--- src/rtl/fetch_unit.sv ---
// fetch_unit: boot-vector load then 1/2-word instruction fetch into registered IF/ID outputs
module fetch_unit #(
  parameter logic [31:0] RESET_VECTOR_ADDR = 32'h0000_0000,
  parameter int unsigned IMM_FLAG_BIT = 15
) (
  input  logic        i_clk,
  input  logic        i_reset,
  input  logic        i_stall,
  input  logic        i_branch_taken,
  input  logic [31:0] i_branch_target,
  input  logic [15:0] i_imem_data,
  output logic [31:0] o_imem_address,
  output logic        o_imem_enable,
  output logic [15:0] o_instruction,
  output logic [15:0] o_immediate,
  output logic [31:0] o_pc,
  output logic [31:0] o_next_pc,
  output logic        o_valid
);
  typedef enum logic [1:0] {BOOT_HI, BOOT_LO, FETCH, FETCH_IMM} state_t;
  state_t      state_q;
  logic [31:0] pc_q, opc_q, npc_q, pc_inc1, pc_inc2;
  logic [15:0] hold_q, instr_q, imm_q;
  logic        valid_q;
  logic        boot;
  assign pc_inc1 = pc_q + 32'd1;
  assign pc_inc2 = pc_q + 32'd2;
  assign boot = (state_q == BOOT_HI) || (state_q == BOOT_LO);
  always_comb begin
    o_imem_address = state_q == BOOT_HI ? RESET_VECTOR_ADDR :
                     state_q == BOOT_LO ? RESET_VECTOR_ADDR + 32'd1 :
                     state_q == FETCH   ? pc_q : pc_inc1;
    o_imem_enable  = boot | ~i_stall;
  end
  always_ff @(posedge i_clk or posedge i_reset) begin
    if (i_reset) begin
      state_q <= BOOT_HI;
      pc_q    <= '0;
      hold_q  <= '0;
      instr_q <= '0;
      imm_q   <= '0;
      opc_q   <= '0;
      npc_q   <= '0;
      valid_q <= 1'b0;
    end else begin
      case (state_q)
        BOOT_HI: begin
          pc_q[31:16] <= i_imem_data;
          state_q     <= BOOT_LO;
        end
        BOOT_LO: begin
          pc_q[15:0] <= i_imem_data;
          state_q    <= FETCH;
        end
        default: begin
          if (i_branch_taken) begin
            pc_q    <= i_branch_target;
            state_q <= FETCH;
            hold_q  <= '0;
            valid_q <= 1'b0;
          end else if (!i_stall) begin
            if (state_q == FETCH_IMM) begin
              instr_q <= hold_q;
              imm_q   <= i_imem_data;
              opc_q   <= pc_q;
              npc_q   <= pc_inc2;
              valid_q <= 1'b1;
              pc_q    <= pc_inc2;
              state_q <= FETCH;
            end else if (i_imem_data[IMM_FLAG_BIT]) begin
              // first word of a 2-word instruction: park it and emit a bubble
              hold_q  <= i_imem_data;
              valid_q <= 1'b0;
              state_q <= FETCH_IMM;
            end else begin
              instr_q <= i_imem_data;
              imm_q   <= '0;
              opc_q   <= pc_q;
              npc_q   <= pc_inc1;
              valid_q <= 1'b1;
              pc_q    <= pc_inc1;
            end
          end
        end
      endcase
    end
  end
  assign o_instruction = instr_q;
  assign o_immediate   = imm_q;
  assign o_pc          = opc_q;
  assign o_next_pc     = npc_q;
  assign o_valid       = valid_q;
endmodule

--- config.mk ---
export PLATFORM = sky130hd
export DESIGN_NAME = fetch_unit
export DESIGN_NICKNAME = d
export VERILOG_FILES = /design/src/rtl/fetch_unit.sv
export SDC_FILE = /design/constraint.sdc
export NUM_CORES = 1
export LEC_CHECK = 0
export BUFFER_PORTS_ARGS = -buffer_cell sky130_fd_sc_hd__buf_4
export CELL_PAD_IN_SITES_DETAIL_PLACEMENT = 1
export CELL_PAD_IN_SITES_GLOBAL_PLACEMENT = 1
export CORE_ASPECT_RATIO = 1.5
export CORE_MARGIN = 4
export CORE_UTILIZATION = 38
export CTS_CLUSTER_SIZE = 16
export DETAILED_ROUTE_END_ITERATION = 7
export PLACE_DENSITY = 0.77
export SYNTH_ARGS = -nofsm -noshare
export SYNTH_HDL_FRONTEND = slang
export SYNTH_SLANG_ARGS = --single-unit
--- constraint.sdc ---
create_clock -name i_clk -period 5.4 [get_ports i_clk]
set_clock_uncertainty 0.15 [all_clocks]
set_input_delay 1.35 -clock i_clk [delete_from_list [all_inputs] [get_ports i_clk]]
set_output_delay 1.35 -clock i_clk [all_outputs]
set_load 0.005 [all_outputs]
# == After elaboration in Yosys (flattened, before gate mapping) ==
# Index checks and enable logic that the tools add are counted.
# totals
n_memories,0
out_inout_bits,130
elab_cells,67
regBits,147
mem_bits_ro,0
latch_bits,0
ram_bits,0
# op_classes
n_shift,0
magnitude_cmp,0
bitwise_logic,6
reduce_logical,11
n_addsub,2
mux,28
multipliers,0
div_mod_pow,0
n_eq_ne,11
# op_table
cell,count
$mux W32,9
$mux W16,8
$pmux W16 S2,2
$add A32 B1 Y32 const B,1
$add A32 B2 Y32 const B,1
$mux W2,4
$ne A4 B2 Y1 const B,2
$reduce_and A4 Y1,2
$ne A3 B1 Y1 const B,2
$reduce_and A3 Y1,2
$not A1 Y1,5
$reduce_bool A5 Y1,1
$eq A2 B2 Y1 const B,2
$mux W1,4
$ne A2 B1 Y1 const B,2
$ne A4 B1 Y1 const B,1
$pmux W2 S2,1
$reduce_and A2 Y1,2
$eq A2 B1 Y1 const B,1
$logic_not A2 Y1,1
$ne A2 B2 Y1 const B,1
$reduce_bool A2 Y1,1
$reduce_or A2 Y1,1
$logic_or A1 B1 Y1,1
$or A1 B1 Y1,1

# == Depth between registers and ports, before layout ==
# Gate-level depths: netlist of run 1.
# logic_depth
ltp_word,6
depth_mapped,9
ltp_nobuf,7

# == Worst setup path after synthesis of run 1 ==
# No wires, ideal clock.
# synth_path
path_type,reg-to-output
start,reg state_q[0]
end,out o_imem_address[26]
arrival_ps,1863
required_ps,3900
stages_incl_launch_ff,9
setup_slack_ps,2037
cell_sequence,dfrtp_1 > inv_1 > ha_1 > clkbuf_1 > nand2b_1 > nor3_1 > nand4_1 > xor2_1 > nor2_1
# synth_between
elab_chain_cells,4
word_cells_on_any_way,6
# synth_rtl
element,line_no,source
start: declaration,21,state_t state_q;
start signal: assignment,37,state_q <= BOOT_HI;
start signal: assignment,49,state_q <= BOOT_LO;
start signal: assignment,53,state_q <= FETCH;
$eq A2 B2 Y1,32,state_q == FETCH ? pc_q : pc_inc1;
$mux W32,32,
$mux W32,31,state_q == BOOT_LO ? RESET_VECTOR_ADDR + 32'd1 :
$mux W32 (*),30,o_imem_address = state_q == BOOT_HI ? RESET_VECTOR_ADDR :
end: declaration,12,"output logic [31:0] o_imem_address,"
# Mark *: on every way between the ends. The rest lies on a longest branch, timed or not.

# == Worst setup path in the final report of run 1 ==
# Same ends and word-level chain as after synthesis.

==> flow_summary.yaml, run 1 <==
outcome:
  status: "finished, final reports clean"
global_route:
  grt_pass1_wl_um: 45020
  grt_usage: 0.2467
  antenna_found_initial: 1
  grt_max_degree: 83
  grt_overflow_total: 0
  grt_pass1_vias: 7438
placement:
  hpwl_um: 20920
  io_buffers: 181
  dpl_cell_area_um2: 9562
  place_congestion: 0.8988
synth:
  ys_warn_count: 0
  synth_cell_types: 64
  synth-seq-cells: 147
  syn_area_um2: 8129
  async_flop_share: 1.000
  synth_seq_area_share: 0.4525
  synth_nets: 912
  synth.avg_cell_area_um2: 9.530
  synth-main-ff-cell: "dfrtp_1"
  synth_edf_count: 0
  syn_inst: 853
die:
  die_area_um2: 23840
  ios: 182
  rows: 65
  design.core.area_um2: 21060
  die_h_um: 187.1
  start_util: 0.3859
  die_x_um: 127.4
sta:
  max_freq_mhz: 213.2
  setup_violations: 0
  min_period_ns: 4.690
  finalSetupTns_ns: 0
  drv_slew: 0
  fin_crit_sh: 0.8685
  hold_viol_final: 0
  grt_setup_unrepaired: "false"
  slew-limit-headroom: 0.1868
  max_slew.worst_pin.slew_ns: 1.212
cts:
  cts_resized: 0
  cts_setup_buffers: 0
  cts.sinks: 147
  postCtsHoldBufs: 0
  cts_root_buf: "clkbuf_16"
  htree_levels: 4
  cts_buffer_depth: 2
  clk_pin_slew_ns: 0.06
  tritoncts: "yes"
  cts_buffers: 17
  clock_latency_ns: 0.43
drt:
  post_drt_via_cell_ratio: 5.634
  totalWireLength_um: 29170
  ant_nets: 0
  drt-initial-drc-count: 473
  firstDrtPassIters: 5
  post_drt_wl_per_cell_um: 22.93
  vias: 7167
  drc: 0
finish:
  layout_commonest_cell: "buf_4"
  drive_gt1_frac: 0.2692
  design_area_um2: 10130
  nNetsFinal: 1050
  syn2layout_area_growth_pct: 24.60
  final_cell_mix: "buf_4, dfrtp_1, nand2_1"
critical_path:
  worstPathArrival_ns: 3.19
  path_class: "reg -> out"
  cp.required_ns: 3.90
  reg2reg_depth: 7
  worstPathMaxFanout: 8
  worstSetupEndpointType: "output pin"
  crit_path_start_kind: "register"
pwr:
  irDropWorstVdd_mv: 0.2203
  leakagePower_nw: 4.550
  power.density_nw_per_um2: 541.6
min_path:
  min_path_cells: 2
  hold_class: "reg -> reg"
flow_run:
  drv_cap: 0
metal layers:
layer	global-route usage	routed length, um	vias to the layer above
met5	0	0	-
met4	0.1007	999	0
met3	0.03629	1366	44
met2	0.4205	14820	244
met1	0.3107	11990	3590
li1	-	-	3289
sequential cells by signal, indices dropped and copies added (netlist names):
register / cells
state_q: 2
o_next_pc: 32
pc_q: 32
o_pc: 32
o_immediate: 16
o_instruction: 16
o_valid: 1
hold_q: 16
kinds of logic (layout without fill, tap and decap cells):
logic type,Yosys count,in the layout,synth area share
simple gates,304,304,0.1979
compound gates,200,200,0.1556
flops,147,147,0.4525
buf+inv,84,234,0.05002
xor+xnor,60,60,0.06465
mux,51,51,0.06849
fa+ha+maj,7,7,0.01077
other cells,0,1,0
cell usage after synthesis (3+ instances only):
cell,count,area [um2]
a211oi_1,9,67.56
a21o_1,5,37.54
a21oi_1,30,150.1
a22o_1,17,148.9
a22oi_1,7,52.55
a2bb2oi_1,3,26.28
and3_1,5,31.28
and4_1,6,52.55
buf_1,9,33.78
buf_2,16,80.08
buf_4,9,67.56
buf_6,5,56.30
clkbuf_1,30,112.6
dfrtp_1,147,3679
ha_1,7,87.58
inv_1,13,48.80
mux2_2,27,304.0
mux2i_1,23,230.2
nand2_1,128,480.5
nand2b_1,5,31.28
nand3_1,25,125.1
nand4_1,18,112.6
nand4_4,4,85.08
nor2_1,66,247.7
nor3_1,12,60.06
nor4_1,5,31.28
nor4_2,3,37.54
nor4_4,6,127.6
o2111ai_1,4,35.03
o211ai_1,3,22.52
o21a_1,4,30.03
o21ai_0,82,410.4
o21bai_1,7,52.55
o22ai_1,9,56.30
o31a_1,4,35.03
xnor2_1,34,297.8
xor2_1,26,227.7
path summary, 6_finish.rpt:
path | from | end | slack, ns
min in group asynchronous | i_reset | o_pc[27] | 0.98
min reg2reg | o_immediate[3] | o_immediate[3] | 0.33
max | state_q[0] | o_imem_address[26] | 0.71
max reg2reg | state_q[0] | o_pc[3] | 1.53
min | o_immediate[3] | o_immediate[3] | 0.33
max in group asynchronous | i_reset | o_next_pc[13] | 3.19
power by group:
part / total, W / internal, W / switching (W)
Combinational: 0.00225 / 0.00113 / 0.00112
Clock: 0.00116 / 0.000661 / 0.000501
Sequential: 0.00207 / 0.00156 / 0.000515
critical path, stage by stage (launching register included):
cell	delay, ns
dfrtp_1	0.46
inv_1	0.10
ha_1	0.33
nand2b_1	0.39
nor3_1	0.85
nand4_1	0.21
xor2_1	0.19
nor2_1	0.10
buf_4	0.13
through the flow:
step	std cells	setup slack, ns	utilization	hold WS (ns)	total power (W)
after global placement	1240	1.365	0.4539	0.3129	0.004283
after floorplan	853	2.037	-	0.2999	0.003191
final	1272	0.7101	0.4808	0.3299	0.005486
after detailed placement	1240	1.262	0.4539	0.3215	0.004347
after CTS	1271	0.7877	0.4807	0.3359	0.005541
after global routing	1272	0.5805	0.4808	0.3510	0.005852
cell type report:
class	instances	area, um2
Antenna cell	1	2.502
Clock buffer	21	460.4
Clock inverter	10	103.9
Fill cell	2416	10940
Inverter	15	60.06
Multi-Input combinational cell	622	4051
Sequential cell	147	3679
Tap cell	268	335.3
Timing Repair Buffer	188	1436
Note: power is estimated with default switching activity, not from simulation.
==> run 2: changes to the inputs <==
--- a/config.mk
+++ b/config.mk
@@ -5,15 +5,16 @@
 export SDC_FILE = /design/constraint.sdc
 export NUM_CORES = 1
 export LEC_CHECK = 0
+export ABC_AREA = 1
 export BUFFER_PORTS_ARGS = -buffer_cell sky130_fd_sc_hd__buf_4
 export CELL_PAD_IN_SITES_DETAIL_PLACEMENT = 1
 export CELL_PAD_IN_SITES_GLOBAL_PLACEMENT = 1
 export CORE_ASPECT_RATIO = 1.5
 export CORE_MARGIN = 4
-export CORE_UTILIZATION = 38
+export CORE_UTILIZATION = 36
 export CTS_CLUSTER_SIZE = 16
 export DETAILED_ROUTE_END_ITERATION = 7
-export PLACE_DENSITY = 0.77
+export PLACE_DENSITY = 0.76
 export SYNTH_ARGS = -nofsm -noshare
 export SYNTH_HDL_FRONTEND = slang
 export SYNTH_SLANG_ARGS = --single-unit
==> flow_summary.yaml, run 2 <==
die:
  die_x_um: 134.9
  start_util: 0.3663
  rows: 69
  design.core.area_um2: 23740
  die_h_um: 198.4
  ios: 182
  die_area_um2: 26760
pwr:
  switchingPower_w: 0.001586
  seqPwrFrac: 0.377
  p_int_w: 0.002635
  swShare: 0.3757
  leakagePower_nw: 5.380
  totalPowerFinal_w: 0.004221
  power.density_nw_per_um2: 390.5
  irDropWorstVdd_mv: 0.2531
  pwr-share-clk: 0.273
  comb_power_share: 0.350
critical_path:
  max_stage_delay_ns: 0.77
  crit_chain: "inv_1 > ha_1 > nor2_8 > inv_4 > a21oi_1 > o21ai_0 > inv_1 > buf_4"
  worstPathMaxFanout: 21
  cp.required_ns: 3.90
  crit_path_start_kind: "register"
  path_class: "reg -> out"
  cpMostUsedCell: "inv_1"
  critPathTopFamily: "adder cells"
  path_buf_inv: 4
  slowest_stage: "ha_1"
  worstPathArrival_ns: 2.78
  worstSetupEndpointType: "output pin"
synth:
  muxShareOfSynthArea: 0
  synth_cell_types: 40
  synth-main-ff-cell: "dfrtp_1"
  synth-seq-cells: 147
  async_flop_share: 1.000
  synth_top_family_by_area: "simple AND/OR/NAND/NOR gates"
  synthTopCellsByArea: "dfrtp_1, nand2_1, nand3_1, inv_1, o21ai_0"
  synth_common_cells: "nand2_1, dfrtp_1, inv_1"
  syn_inst: 1206
  synthSimpleGateAreaFrac: 0.3001
  synth_compound_area_frac: 0.1581
  syn_area_um2: 8697
  synth_most_common_cell: "nand2_1"
  synth_nets: 1265
  synth_top_cell_area_share: 0.4230
  synth.largest_area_cell: "dfrtp_1"
  ys_warn_count: 0
  synth_seq_area_share: 0.4230
  synth.avg_cell_area_um2: 7.212
  synth_edf_count: 0
  yosys.area_share.adder: 0.01007
  yosys.area_share.xor_xnor: 0.02100
drt:
  totalWireLength_um: 35070
  drt-initial-drc-count: 511
  post_drt_wl_per_cell_um: 20.80
  vias: 8895
  ant_nets: 0
  firstDrtPassIters: 5
  drc: 0
  post_drt_via_cell_ratio: 5.276
global_route:
  grt_pass1_vias: 9330
  grt_overflow_total: 0
  grt_max_degree: 107
  grt_pass1_wl_um: 54300
  antenna_found_initial: 1
  grt_usage: 0.2660
outcome:
  status: "finished, final reports clean"
placement:
  io_buffers: 181
  hpwl_um: 26070
  place_congestion: 0.9233
  dpl_cell_area_um2: 10250
flow_run:
  drv_cap: 0
sta:
  setup_violations: 0
  hold_viol_final: 0
  min_period_ns: 4.280
  max_freq_mhz: 233.7
  grt_setup_unrepaired: "false"
  fin_crit_sh: 0.7926
  slew-limit-headroom: 0.2210
  max_slew.worst_pin.slew_ns: 1.162
  drv_slew: 0
  finalSetupTns_ns: 0
cts:
  cts_buffer_depth: 2
  cts.sinks: 147
  clock_latency_ns: 0.44
  cts_resized: 0
  cts_setup_buffers: 0
  cts_buffers: 17
  tritoncts: "yes"
  postCtsHoldBufs: 0
  htree_levels: 4
  cts_root_buf: "clkbuf_16"
  clk_pin_slew_ns: 0.07
finish:
  layout_commonest_cell: "nand2_1"
  fillers: 3055
  drive_gt1_frac: 0.2034
  n_antenna_cell: 0
  design_area_um2: 10810
  final_cell_mix: "nand2_1, buf_4, dfrtp_1"
  syn2layout_area_growth_pct: 24.27
  nNetsFinal: 1413
min_path:
  hold_class: "reg -> reg"
run 2: cell families after synthesis:
logic type,after synthesis
compound gates,240
xor+xnor,20
fa+ha+maj,7
buf+inv,186
flops,147
simple gates,606
run 2: metal layers:
metal  share of wire  wire length [um]  track usage
met3           0.045              1568      0.04423
met5         0.00037                13            0
met1            0.41             14530       0.3290
met4           0.038              1331       0.1132
met2            0.50             17620       0.4572
run 2: path summary, 6_finish.rpt:
path | start | endpoint | slack [ns] | depth (start not counted)
max | state_q[1] | o_imem_address[10] | 1.12 | 8
min | o_next_pc[24] | o_next_pc[24] | 0.33 | 2
max reg2reg | state_q[1] | o_next_pc[31] | 1.39 | 10
min reg2reg | o_next_pc[24] | o_next_pc[24] | 0.33 | 2
max in group asynchronous | i_reset | hold_q[12] | 3.04 | 3
min in group asynchronous | i_reset | o_pc[18] | 0.96 | 2
run 2: through the flow:
stage	cells	worst slack [ns]	hold slack, ns	util
2_1_floorplan	1206	2.053	0.3225	-
3_3_place_gp	1654	1.552	0.3168	0.4319
3_5_place_dp	1654	1.354	0.3191	0.4319
4_1_cts	1686	1.132	0.3372	0.4552
5_1_grt	1686	0.9694	0.3590	0.4552
6_report	1686	1.120	0.3309	0.4552
run 2: final cells by class:
| cell class | instances | area [um2] | area share |
|---|---|---|---|
| Tap cell | 319 | 399.1 | 0.03693 |
| Multi-Input combinational cell | 873 | 4263 | 0.3944 |
| Clock buffer | 20 | 446.7 | 0.04133 |
| Inverter | 125 | 475.5 | 0.04399 |
| Clock inverter | 12 | 106.4 | 0.009840 |
| Sequential cell | 147 | 3679 | 0.3404 |
| Timing Repair Buffer | 190 | 1439 | 0.1331 |
run 2: power groups by stage:
stage	Clock, W	Combinational [W]	Sequential [W]
after CTS	0.00117	0.00149	0.00159
final	0.00115	0.00148	0.00159
after floorplan	0	0.000746	0.00155
after detailed placement	0	0.00149	0.00161
after global routing	0.00123	0.00165	0.00163
after global placement	0	0.00145	0.00160
run 2: tightest hold or removal path, delay by kind of cell (launching register included):
| family | cells | cell delay [ns] |
|---|---|---|
| DFF | 1 | 0.34 |
| and+or+nand+nor | 2 | 0.10 |
